**src/rtl/mem_arb_pkg.sv**
```systemverilog
// -----------------------------------------------------------------------------
// mem_arb_pkg
// Shared definitions for the two-port memory arbiter: FSM state encoding,
// requester port indices, default widths and a small grant-decoding helper.
// No ports; imported by mem_arbiter and rr_pick2.
// -----------------------------------------------------------------------------
package mem_arb_pkg;

   // Arbiter FSM states. The encoding is fixed so that debug probes and
   // existing tooling see IDLE=0, ACCESS=1, WAIT=2, RESP=3.
   typedef enum logic [1:0] {
      ST_IDLE   = 2'd0,
      ST_ACCESS = 2'd1,
      ST_WAIT   = 2'd2,
      ST_RESP   = 2'd3
   } arb_state_e;

   // Requester port indices (also the bit position in the one-hot grant).
   localparam logic PORT_CPU = 1'b0;
   localparam logic PORT_LDR = 1'b1;

   // Default widths.
   localparam int DEF_ADDR_W  = 32;
   localparam int DEF_DATA_W  = 32;
   localparam int DEF_MEM_LAT = 1;

   // The latency counter must count up to MEM_LAT-1 with MEM_LAT at most 7.
   localparam int LAT_CNT_W = 3;

   // One-hot grant vector for a port index.
   function automatic logic [1:0] port_onehot(input logic port);
      return port ? 2'b10 : 2'b01;
   endfunction

endpackage : mem_arb_pkg

```
**src/rtl/rr_pick2.sv**
```systemverilog
// -----------------------------------------------------------------------------
// rr_pick2
// Combinational two-way round-robin pick. A single requester always wins;
// on a tie the port that was not granted last wins.
//
// Ports:
//   req        in   2  request vector, bit 0 = CPU, bit 1 = loader
//   last_grant in   1  port index of the previously completed transaction
//   pick       out  2  one-hot winner, 00 when nothing is requested
// -----------------------------------------------------------------------------
module rr_pick2
   import mem_arb_pkg::*;
(
   input  logic [1:0] req,
   input  logic       last_grant,
   output logic [1:0] pick
);

   always_comb begin
      // NOTE: pick gets a default before the case so every path assigns it;
      // a path that leaves it unassigned would infer a latch.
      pick = 2'b00;
      case (req)
         2'b01:   pick = 2'b01;
         2'b10:   pick = 2'b10;
         2'b11:   pick = (last_grant == PORT_LDR) ? 2'b01 : 2'b10;
         default: pick = 2'b00;
      endcase
   end

endmodule : rr_pick2

```
**src/rtl/mem_arbiter.sv**
```systemverilog
// -----------------------------------------------------------------------------
// mem_arbiter
// Shares one program/data memory between the CPU instruction-fetch port (m0,
// read-only) and the loader/debug port (m1, read/write). Accesses are
// serialised through a four-state FSM (IDLE, ACCESS, WAIT, RESP); ties are
// broken round-robin so neither port starves. Read data is returned to the
// granted port together with a one-cycle acknowledge.
//
// Parameters:
//   ADDR_W   address width
//   DATA_W   data width (byte mask is DATA_W/8 bits)
//   MEM_LAT  memory read latency, mem_rstrb to valid mem_rdata, 1..7 cycles
//
// Ports:
//   clk, rst    clock and synchronous active-high reset
//   m0_req      in   CPU read request (level)
//   m0_addr     in   CPU read address
//   m0_rdata    out  CPU read data, valid while m0_ack is high
//   m0_ack      out  one-cycle CPU completion pulse
//   m1_req      in   loader request (level)
//   m1_we       in   loader write enable (1 = write)
//   m1_addr     in   loader address
//   m1_wdata    in   loader write data
//   m1_wmask    in   loader byte-enable mask
//   m1_rdata    out  loader read data, valid while m1_ack is high
//   m1_ack      out  one-cycle loader completion pulse
//   mem_addr    out  memory address (latched request address)
//   mem_wdata   out  memory write data (latched request data)
//   mem_wmask   out  memory byte write enables, only in a write ACCESS cycle
//   mem_rstrb   out  memory read strobe, only in a read ACCESS cycle
//   mem_rdata   in   memory read data
//   grant       out  one-hot owner of the current transaction, 00 when idle
// -----------------------------------------------------------------------------
module mem_arbiter
   import mem_arb_pkg::*;
#(
   parameter int ADDR_W  = DEF_ADDR_W,
   parameter int DATA_W  = DEF_DATA_W,
   parameter int MEM_LAT = DEF_MEM_LAT
) (
   input  logic                clk,
   input  logic                rst,

   input  logic                m0_req,
   input  logic [ADDR_W-1:0]   m0_addr,
   output logic [DATA_W-1:0]   m0_rdata,
   output logic                m0_ack,

   input  logic                m1_req,
   input  logic                m1_we,
   input  logic [ADDR_W-1:0]   m1_addr,
   input  logic [DATA_W-1:0]   m1_wdata,
   input  logic [DATA_W/8-1:0] m1_wmask,
   output logic [DATA_W-1:0]   m1_rdata,
   output logic                m1_ack,

   output logic [ADDR_W-1:0]   mem_addr,
   output logic [DATA_W-1:0]   mem_wdata,
   output logic [DATA_W/8-1:0] mem_wmask,
   output logic                mem_rstrb,
   input  logic [DATA_W-1:0]   mem_rdata,

   output logic [1:0]          grant
);

   localparam int MASK_W = DATA_W / 8;

   // Value of lat_cnt in the final WAIT cycle, when mem_rdata is valid.
   localparam logic [LAT_CNT_W-1:0] LAT_LAST = LAT_CNT_W'(MEM_LAT - 1);

   // -------------------------------------------------------------------------
   // Registers
   // -------------------------------------------------------------------------
   arb_state_e           state_q;
   logic                 port_q;        // granted port index
   logic                 we_q;          // latched write enable
   logic [ADDR_W-1:0]    addr_q;
   logic [DATA_W-1:0]    wdata_q;
   logic [MASK_W-1:0]    wmask_q;
   logic [LAT_CNT_W-1:0] lat_cnt_q;
   logic                 last_grant_q;
   logic [DATA_W-1:0]    m0_rdata_q;
   logic [DATA_W-1:0]    m1_rdata_q;

   // -------------------------------------------------------------------------
   // Next-value helpers for the grant decision
   // -------------------------------------------------------------------------
   logic [1:0]           pick;
   logic                 port_d;
   logic [ADDR_W-1:0]    addr_d;
   logic                 we_d;
   logic [MASK_W-1:0]    wmask_d;
   logic [LAT_CNT_W-1:0] lat_cnt_d;

   rr_pick2 u_rr_pick2 (
      .req        ({m1_req, m0_req}),
      .last_grant (last_grant_q),
      .pick       (pick)
   );

   // pick[1] set means the loader won; otherwise the CPU (when pick != 0).
   assign port_d    = pick[1];
   assign addr_d    = port_d ? m1_addr : m0_addr;
   // The CPU port is read-only: its request never latches a write.
   assign we_d      = port_d & m1_we;
   assign wmask_d   = port_d ? m1_wmask : '0;
   assign lat_cnt_d = lat_cnt_q + 1'b1;

   // -------------------------------------------------------------------------
   // Arbiter FSM
   // -------------------------------------------------------------------------
   always_ff @(posedge clk) begin
      // NOTE: all state here uses non-blocking assignments so every register
      // samples pre-edge values, independent of statement order.
      if (rst) begin
         state_q      <= ST_IDLE;
         port_q       <= PORT_CPU;
         we_q         <= 1'b0;
         addr_q       <= '0;
         wdata_q      <= '0;
         wmask_q      <= '0;
         lat_cnt_q    <= '0;
         // Pretend the loader was served last so the CPU wins the first tie.
         last_grant_q <= PORT_LDR;
         m0_rdata_q   <= '0;
         m1_rdata_q   <= '0;
      end else begin
         case (state_q)
            ST_IDLE: begin
               if (pick != 2'b00) begin
                  port_q  <= port_d;
                  addr_q  <= addr_d;
                  we_q    <= we_d;
                  wdata_q <= m1_wdata;
                  wmask_q <= wmask_d;
                  state_q <= ST_ACCESS;
               end
            end

            ST_ACCESS: begin
               lat_cnt_q <= '0;
               // A write is done in memory after its single ACCESS cycle,
               // even with an all-zero mask.
               state_q   <= we_q ? ST_RESP : ST_WAIT;
            end

            ST_WAIT: begin
               if (lat_cnt_q == LAT_LAST) begin
                  // Only the granted port's data register is updated.
                  if (port_q == PORT_LDR) begin
                     m1_rdata_q <= mem_rdata;
                  end else begin
                     m0_rdata_q <= mem_rdata;
                  end
                  state_q <= ST_RESP;
               end else begin
                  lat_cnt_q <= lat_cnt_d;
               end
            end

            ST_RESP: begin
               last_grant_q <= port_q;
               state_q      <= ST_IDLE;
            end

            default: state_q <= ST_IDLE;
         endcase
      end
   end

   // -------------------------------------------------------------------------
   // Outputs: decoded from registers only, never from requester inputs.
   // -------------------------------------------------------------------------
   assign mem_addr  = addr_q;
   assign mem_wdata = wdata_q;
   assign mem_rstrb = (state_q == ST_ACCESS) && !we_q;
   assign mem_wmask = (state_q == ST_ACCESS && we_q) ? wmask_q : '0;

   assign grant     = (state_q == ST_IDLE) ? 2'b00 : port_onehot(port_q);

   assign m0_ack    = (state_q == ST_RESP) && (port_q == PORT_CPU);
   assign m1_ack    = (state_q == ST_RESP) && (port_q == PORT_LDR);
   assign m0_rdata  = m0_rdata_q;
   assign m1_rdata  = m1_rdata_q;

endmodule : mem_arbiter

```
**config.mk**
```make
export PLATFORM = sky130hd
export DESIGN_NAME = mem_arbiter
export DESIGN_NICKNAME = d
export VERILOG_FILES = /design/src/rtl/mem_arb_pkg.sv /design/src/rtl/rr_pick2.sv /design/src/rtl/mem_arbiter.sv
export SDC_FILE = /design/constraint.sdc
export NUM_CORES = 1
export LEC_CHECK = 0
export CAP_MARGIN = 15
export CORE_UTILIZATION = 40
export CTS_CLUSTER_SIZE = 40
export DETAILED_ROUTE_END_ITERATION = 10
export PLACE_DENSITY = 0.86
export SLEW_MARGIN = 20
export SYNTH_ARGS = -nofsm -noshare
export SYNTH_HDL_FRONTEND = slang
export SYNTH_SLANG_ARGS = --single-unit
```
**constraint.sdc**
```tcl
create_clock -name clk -period 2.1 [get_ports clk]
set_clock_uncertainty 0.15 [all_clocks]
set_input_delay 0.525 -clock clk [delete_from_list [all_inputs] [get_ports clk]]
set_output_delay 0.525 -clock clk [all_outputs]
set_load 0.02 [all_outputs]
```
Word level (Yosys, flattened, before mapping)
Index checks and enable logic that the tools add are counted.
- memory bits (writable): 0
- memories: 0
- latch bits: 0
- bits in read-only memories: 0
- register bits after elaboration: 140
- bits of input ports: 137
- bitwise operators: 2
- reduce and logical (&&, ||, !) cells: 14
- div/mod/pow operators: 0
- $add $sub $neg: 1
- multiplexer cells: 13
- eq/ne operators: 9
- order comparisons: 0
- shifts and indexed selects: 0
- multipliers: 0
- operators with widths (operator ; count):
    $mux W32 ; 1
    $mux W2 ; 5
    $eq A2 B2 Y1 const B ; 4
    $mux W4 ; 2
    $pmux W2 S4 ; 1
    $ne A2 B2 Y1 const B ; 3
    $pmux W2 S3 ; 1
    $pmux W3 S2 ; 1
    $reduce_and A2 Y1 ; 3
    $reduce_and A3 Y1 ; 2
    $eq A2 B1 Y1 const B ; 2
    $logic_and A1 B1 Y1 ; 4
    $reduce_bool A2 Y1 ; 2
    $add A3 B1 Y3 const B ; 1
    $logic_not A3 Y1 ; 1
    $mux W3 ; 1
    $logic_not A2 Y1 ; 1
    $and A1 B1 Y1 ; 1
    $logic_not A1 Y1 ; 1
    $mux W1 ; 1
    $not A1 Y1 ; 1

Longest topological paths before layout
Gate-level depths: netlist of run 1.
- depth in word-level cells: 5
- mapped depth: 8
- depth with buffers taken out: 5

By module
Synthesis of run 1 repeated with hierarchy kept, for this count alone.
- cells, all modules: 645
- area, all modules: 5579.1 um^2
- modules (own cells, without submodules) (module ; instances ; cells each ; area an instance (um^2) ; sequential area each (um^2)):
    mem_arbiter ; 1 ; 642 ; 5560.3 ; 2802.7
    rr_pick2 ; 1 ; 3 ; 18.8 ; 0.0

Least setup slack after synthesis of run 1
OpenSTA, ideal clock, no wires.
- path type: register -> output
- start: register state_q[0]
- end: output grant[1]
- arrival: 1193 ps
- slack: 232 ps
- buffers on the path: 1
- cell stages (with the launch flop): 5
- required time: 1425 ps
- path through: dfxtp_1 > inv_1 > ha_1 > clkbuf_1 > nor2b_1
- longest elaborated chain between the ends: 2
- RTL lines (item ; RTL line ; text):
    from (decl) ; mem_arbiter.sv:74 ; arb_state_e state_q;
    from (signal assigned) ; mem_arbiter.sv:144 ; state_q <= we_q ? ST_RESP : ST_WAIT;
    $logic_not A2 Y1 ; mem_arbiter.sv:179 ; assign grant = (state_q == ST_IDLE) ? 2'b00 : port_onehot(port_q);
    $mux W2 ; mem_arbiter.sv:179 ;
    to (decl) ; mem_arbiter.sv:63 ; output logic [1:0] grant
No other way between the ends.

Worst setup path after layout of run 1
- start: register addr_q[4], in the netlist mem_addr[4]
- end: output mem_addr[4]
- RTL lines (item ; RTL line ; text):
    from (decl) ; mem_arbiter.sv:77 ; logic [ADDR_W-1:0] addr_q;
    from (signal assigned) ; mem_arbiter.sv:132 ; addr_q <= addr_d;
    to (decl) ; mem_arbiter.sv:57 ; output logic [ADDR_W-1:0] mem_addr,
No word-level cell between the ends.

==> out/summary.txt, run 1 <==
status = completed
Synth area leader = dfxtp_1
Final Hold Fails = 0
Sink Count = 140
Final #Nets = 1,076
crit path DAT = 1390 ps
Worst Setup End Kind = output port
R2R Path Start = state_q[0]$_SDFFE_PP0P_
Num CTS Buffers = 17
Overflow after GRT = 0
Die Span X = 118 µm
CP max stage delay = 620 ps
CP Class = flop to output port
Die Y = 118 µm
final setup vio count = 0
Total Routing Usage GR = 24.6%
die area = 13,900 µm²
gpl congestion = 0.838
final wirelength = 17,200 µm
Distinct cells, synth = 34
Critical Path Slowest Stage Cell = clkdlybuf4s50_1
clock root cell = clkbuf_16
worst path bufs/invs = 1
largest net degree at the start of global routing = 52
FP Rows = 41
pwr/cell area = 1190 nW/µm²
Fillers = 989
top cell type's share of synthesized area = 52.3%
Final min period = 2070 ps
crit-path leading delay family = buffers and inverters
Syn Inst Count = 673
chain of cells forming the critical path = clkdlybuf4s50_1
post-synthesis sequential area ratio = 52.3%
area of the multi-input gates = 2300 µm²
Placement Cell Area = 8350 µm²
Avg Cell Area, Syn = 7.96 µm²
Worst Path Required = 1420 ps
syn_nets = 816
Clk pin slew, worst setup/hold paths = 60 ps
max cap viols = 0
drt wl/cell = 15.3 µm
worst-path fanout max = 2
# diodes = 0
HPWL after detailed placement = 12,100 µm
initial antenna violation count = 1
first-pass GRT wire length = 27,100 µm
dpl cells = 1,086
cts hold-fix bufs = 0
post-synthesis register bit count = 140
share of cells above drive strength 1 = 7.93%
CTS tree = yes
Max VDD drop = 0.727 mV
Final Non-Filler Cells = 1,118
Yosys Warn Count = 0
core area = 12,800 µm²
synthesized area = 5360 µm²
clk_lat worst skew = 410 ps
Lkg Pwr = 3.59 nW
Vias/cell = 5.09
H-tree depth = 4
fin. max-slew vios = 0
Routed Antenna Nets = 0
Worst Tran Pin Value = 667 ps
maximum clock insertion buffer count = 2
via count = 5,688
Critical Path Start = mem_addr[4]$_SDFFE_PP0P_
vias in the first global route = 5,450
RSZ-0062 raised after global routing = no
first drt pass iteration count = 5
input/output buffers = 273
layout overhead on the synthesized area = 67.0%
Hold/Removal Path Class = flop to flop
initial DRC count = 435
Slew headroom = 55.6%
Register Area = 2810 µm²
final worst-path cycle share = 98.4%
Worst Setup Start Kind = flop
io pins = 274
fmax = 484 MHz
DR DRC count = 0
Area contributors post-synth = dfxtp_1 52%, nand2_1 16%, a21oi_1 12%
hold path start = m1_rdata[31]$_SDFFE_PP0P_
Initial Utilization = 41.8%
final instance area = 8950 µm²
cell families (layout without fill, tap and decap cells):
| kind of cell | count (synthesis) | count (layout) | synth area share, % |
|---|---|---|---|
| simple gates | 286 | 286 | 21.4 |
| compound gates | 181 | 181 | 19.4 |
| flops | 140 | 140 | 52.3 |
| buf+inv | 59 | 332 | 5.32 |
| fa+ha+maj | 6 | 6 | 1.40 |
| mux | 1 | 1 | 0.187 |
cell usage in the layout, fill, tap and decap left out, types with 2 or more instances in the layout:
master             n
clkdlybuf4s50_1  247
nand2_1          224
dfxtp_1          138
a21oi_1          132
nor2_1            42
a211oi_1          32
clkbuf_16         17
buf_4             15
dlymetal6s2s_1    15
buf_12            11
clkinv_4           6
buf_2              6
a32oi_1            5
inv_1              4
and3_1             4
nand2b_1           4
ha_1               4
inv_6              4
o21ai_0            3
nor2b_1            2
nand3_1            2
nand4bb_1          2
clkinvlp_4         2
state kept, by name, indices dropped and copies added, names as in the netlist:
| name | cells |
|---|---|
| last_grant_q | 1 |
| wmask_q | 4 |
| m1_rdata | 32 |
| mem_wdata | 32 |
| lat_cnt_q | 3 |
| we_q | 1 |
| m0_rdata | 32 |
| state_q | 2 |
| mem_addr | 32 |
| port_q | 1 |
timing repair:
| action | 4_1_cts | 5_1_grt |
|---|---|---|
| pin swaps | 0 | 0 |
| endpoints found under the setup margin | 10 | 23 |
| gates resized for setup | 43 | 20 |
| buffers inserted | 0 | 0 |
metal layers:
metal	vias up	share of wire, %	track usage, %
met5	-	0.076	0
met4	2	3.1	11.5
met3	42	6.9	7.32
met2	249	52	43.1
met1	2636	38	27.2
li1	2759	-	-
report_power, final:
part	total, mW	leakage (nW)	internal [mW]	switching, mW
clock	2.88	0.278	1.68	1.20
combinational	4.27	2.17	1.91	2.35
sequential	3.51	1.15	3.21	0.296
area by class of cell:
type,count,area share [%]
clock buffer,18,4.91
clock inverter,14,1.54
inverter,5,0.210
multi-input combinational,474,25.7
sequential,140,31.4
tap,172,2.41
timing repair buffer,295,33.9
synthesized netlist by cell type:
library cell / instances
a211o_1: 1
a211oi_1: 32
a21bo_2: 1
a21boi_2: 1
a21oi_1: 132
a221oi_1: 1
a22o_1: 1
a22oi_1: 1
a32oi_1: 5
and2_1: 1
and3_1: 4
and3b_1: 1
and4b_1: 1
and4bb_2: 1
buf_1: 1
buf_2: 24
buf_4: 5
buf_6: 2
clkbuf_1: 22
dfxtp_1: 140
ha_1: 6
inv_1: 5
mux2i_1: 1
nand2_1: 224
nand2b_1: 4
nand3_1: 2
nand4b_1: 1
nand4bb_1: 2
nor2_1: 42
nor2b_1: 3
o21a_1: 1
o21ai_0: 3
o21ai_2: 1
o32ai_1: 1
stage by stage:
stage | utilization, % | setup slack (ps) | hold WS, ps | total power [mW] | setup TNS [ps]
after floorplan | - | 232 | 296 | 5.83 | 0
after global placement | 65.1 | 6.07 | 290 | 7.72 | 0
after detailed placement | 65.1 | -72.9 | 296 | 7.82 | -1160
after CTS | 69.5 | -4.69 | 304 | 10.7 | -4.69
after global routing | 69.8 | 0.0520 | 318 | 11.2 | 0
final | 69.8 | 34.2 | 302 | 10.7 | 0
path summary, 6_finish.rpt:
check | to | cells after the start | slack (ps)
worst max register to register | m0_rdata[10]$_SDFFE_PP0P_ | 6 | 160
worst min-delay path | m1_rdata[31]$_SDFFE_PP0P_ | 2 | 300
worst min register to register | m1_rdata[31]$_SDFFE_PP0P_ | 2 | 300
worst max-delay path | mem_addr[4] | 1 | 30
No activity file was read; power rests on OpenSTA's default activity.
==> inputs of run 2 (changes only) <==
CORE_MARGIN = 2   (was unset)
SETUP_SLACK_MARGIN = 0.15   (was unset)
==> run 2 against run 1 <==
Final area is 0.15% higher. Non-clock buffer count up 2. Via count decreased by 1.7%. Hold slack worse by 4.0 ps. Clock power increased by 6%. Combinational power decreased by 3%. Setup slack better by 64 ps. Sequential share of layout area about the same. Die area up 3.4%. Total power rose by 0.43%. Critical path type unchanged. Largest cell class unchanged. Highest routed layer is now met4.
==> out/summary.txt, run 2 (same netlist as run 1, synthesis figures left out) <==
clk_lat worst skew = 410 ps (about the same)
Hold/Removal Path Class = flop to flop
Final Worst Setup Slack = 98.5 ps (+64.3 ps)
Placement Cell Area = 8410 µm² (+0.69%)
worst-path fanout max = 4 (+2)
status = completed
fmax = 500 MHz (+3.2%)
RSZ-0062 raised after global routing = yes
vias in the first global route = 5,405 (-0.83%)
final setup vio count = 0 (unchanged)
fin. max-slew vios = 0 (unchanged)
die area = 14,300 µm² (+3.4%)
io pins = 274 (unchanged)
Worst Setup End Kind = output port
H-tree depth = 4 (unchanged)
gpl congestion = 0.846 (+1.0%)
cts hold-fix bufs = 0 (unchanged)
CP Class = flop to output port
maximum clock insertion buffer count = 2 (unchanged)
largest net degree at the start of global routing = 47 (-9.6%)
Slew headroom = 61.8% (+6.2 points)
pwr/cell area = 1190 nW/µm² (+0.28%)
layout overhead on the synthesized area = 67.2%
dpl cells = 1,092 (+0.55%)
core area = 13,100 µm² (+2.4%)
Worst Path Required = 1420 ps (about the same)
DR DRC count = 0 (unchanged)
crit path DAT = 1330 ps (-60 ps)
Max VDD drop = 0.652 mV (-10%)
Sink Count = 140 (unchanged)
input/output buffers = 273 (unchanged)
Total Routing Usage GR = 23.4% (-1.2 points)
Final Non-Filler Cells = 1,124 (+0.54%)
Critical Path Start = state_q[0]$_SDFFE_PP0P_
Die Y = 120 µm (+1.7%)
HPWL after detailed placement = 11,600 µm (-3.6%)
via count = 5,593 (-1.7%)
Worst Tran Pin Value = 574 ps (-92.9 ps)
# diodes = 0 (unchanged)
Die Span X = 120 µm (+1.7%)
R2R Path Start = state_q[0]$_SDFFE_PP0P_
initial DRC count = 446 (+2.5%)
Register-to-Register Path Depth = 7 (+1)
initial antenna violation count = 0 (-1)
Clk pin slew, worst setup/hold paths = 60 ps (about the same)
pre-CTS WS = -58.6 ps (+14.3 ps)
reg-to-reg endpoint = mem_addr[16]$_SDFFE_PP0P_
final wirelength = 16,700 µm (-2.4%)
max cap viols = 0 (unchanged)
Final min period = 2000 ps (-64.3 ps)
drt wl/cell = 14.9 µm (-2.9%)
share of cells above drive strength 1 = 9.49% (+1.6 points)
clock root cell = clkbuf_16
Routed Antenna Nets = 0 (unchanged)
Overflow after GRT = 0 (unchanged)
Final #Nets = 1,078 (+0.19%)
Setup Fix Bufs, Post-CTS = 0 (unchanged)
final instance area = 8960 µm² (+0.15%)
r2r setup slk = 290 ps (+130 ps)
most common cell after layout, fill and taps aside = nand2_1
first drt pass iteration count = 4 (-1)
final worst-path cycle share = 95.3% (-3.1 points)
FP Rows = 42 (+2.4%)
Worst Setup Start Kind = flop
CTS tree = yes
Final Hold Fails = 0 (unchanged)
most frequent cells in the layout = 224 x nand2_1, 137 x dfxtp_1, 135 x clkdlybuf4s50_1
worst setup path endpoint = grant[1]
Initial Utilization = 40.8% (-0.99 points)
Fin Setup TNS = 0 ps (unchanged)
Lkg Pwr = 3.90 nW (+8.7%)
Vias/cell = 4.98 (-2.2%)
Num CTS Buffers = 17 (unchanged)
first-pass GRT wire length = 26,800 µm (-1.1%)
==> run 2: cell count changes in the layout (fill, tap and decap cells not counted), moves of 3 or more <==
cell / previous run / this run
and3_1: 4 / 0
and3_4: 0 / 4
buf_12: 11 / 14
buf_2: 6 / 0
buf_4: 15 / 12
buf_6: 0 / 8
clkdlybuf4s50_1: 247 / 135
dlygate4sd2_1: 1 / 128
dlymetal6s2s_1: 15 / 0
==> run 2: area by class of cell <==
class | instances | area (µm²)
fillers | 1058 | 4180
inverters | 5 | 21.3
clock buffers | 17 | 425
clock inverters | 15 | 190
well taps | 176 | 220
flip-flops and latches | 140 | 2810
multi-input cells | 474 | 2360
repair buffers | 297 | 2930
==> run 2: where the power goes <==
group | internal (mW) | total [mW] | switching [mW]
clock | 1.89 | 3.06 | 1.18
sequential | 3.21 | 3.50 | 0.292
combinational | 1.71 | 4.13 | 2.42
==> run 2: per-stage QoR <==
stage	hold WS (ps)	total power, mW	util, %
2_1_floorplan	296	5.83	-
3_3_place_gp	291	7.80	64.0
3_5_place_dp	296	7.89	64.0
4_1_cts	301	10.7	68.0
5_1_grt	315	11.3	68.2
6_report	298	10.7	68.2
==> run 2: timing repair <==
item,4_1_cts,5_1_grt
gates resized for setup,200,8
setup endpoints to repair,137,31
pin swaps,5,3
==> run 2: how the worst min path moves through the flow <==
stage | from | end | slack [ps] | cells after the start
after floorplan | wmask_q[3]$_SDFFE_PP0P_ | wmask_q[3]$_SDFFE_PP0P_ | 300 | 2
after global placement | mem_wdata[30]$_SDFFE_PP0P_ | mem_wdata[30]$_SDFFE_PP0P_ | 290 | 2
after detailed placement | m1_rdata[29]$_SDFFE_PP0P_ | m1_rdata[29]$_SDFFE_PP0P_ | 300 | 2
after CTS | mem_wdata[7]$_SDFFE_PP0P_ | mem_wdata[7]$_SDFFE_PP0P_ | 300 | 2
final | m1_rdata[29]$_SDFFE_PP0P_ | m1_rdata[29]$_SDFFE_PP0P_ | 300 | 2
after global routing | mem_wdata[13]$_SDFFE_PP0P_ | mem_wdata[13]$_SDFFE_PP0P_ | 310 | 2
==> run 2: routing by layer <==
metal	track usage (%)	vias to the layer above	routed length, µm
met2	38.6	246	8040
met1	27.8	2547	6940
met5	0	-	0
met3	7.94	34	1270
met4	10.2	0	489
li1	-	2766	-
==> run 2: worst max-delay path, cell delays in order (launching register included) <==
cell and delay [ps]:
dfxtp_4 390, inv_2 60, ha_4 170, nor2b_1 120
buf_4 160
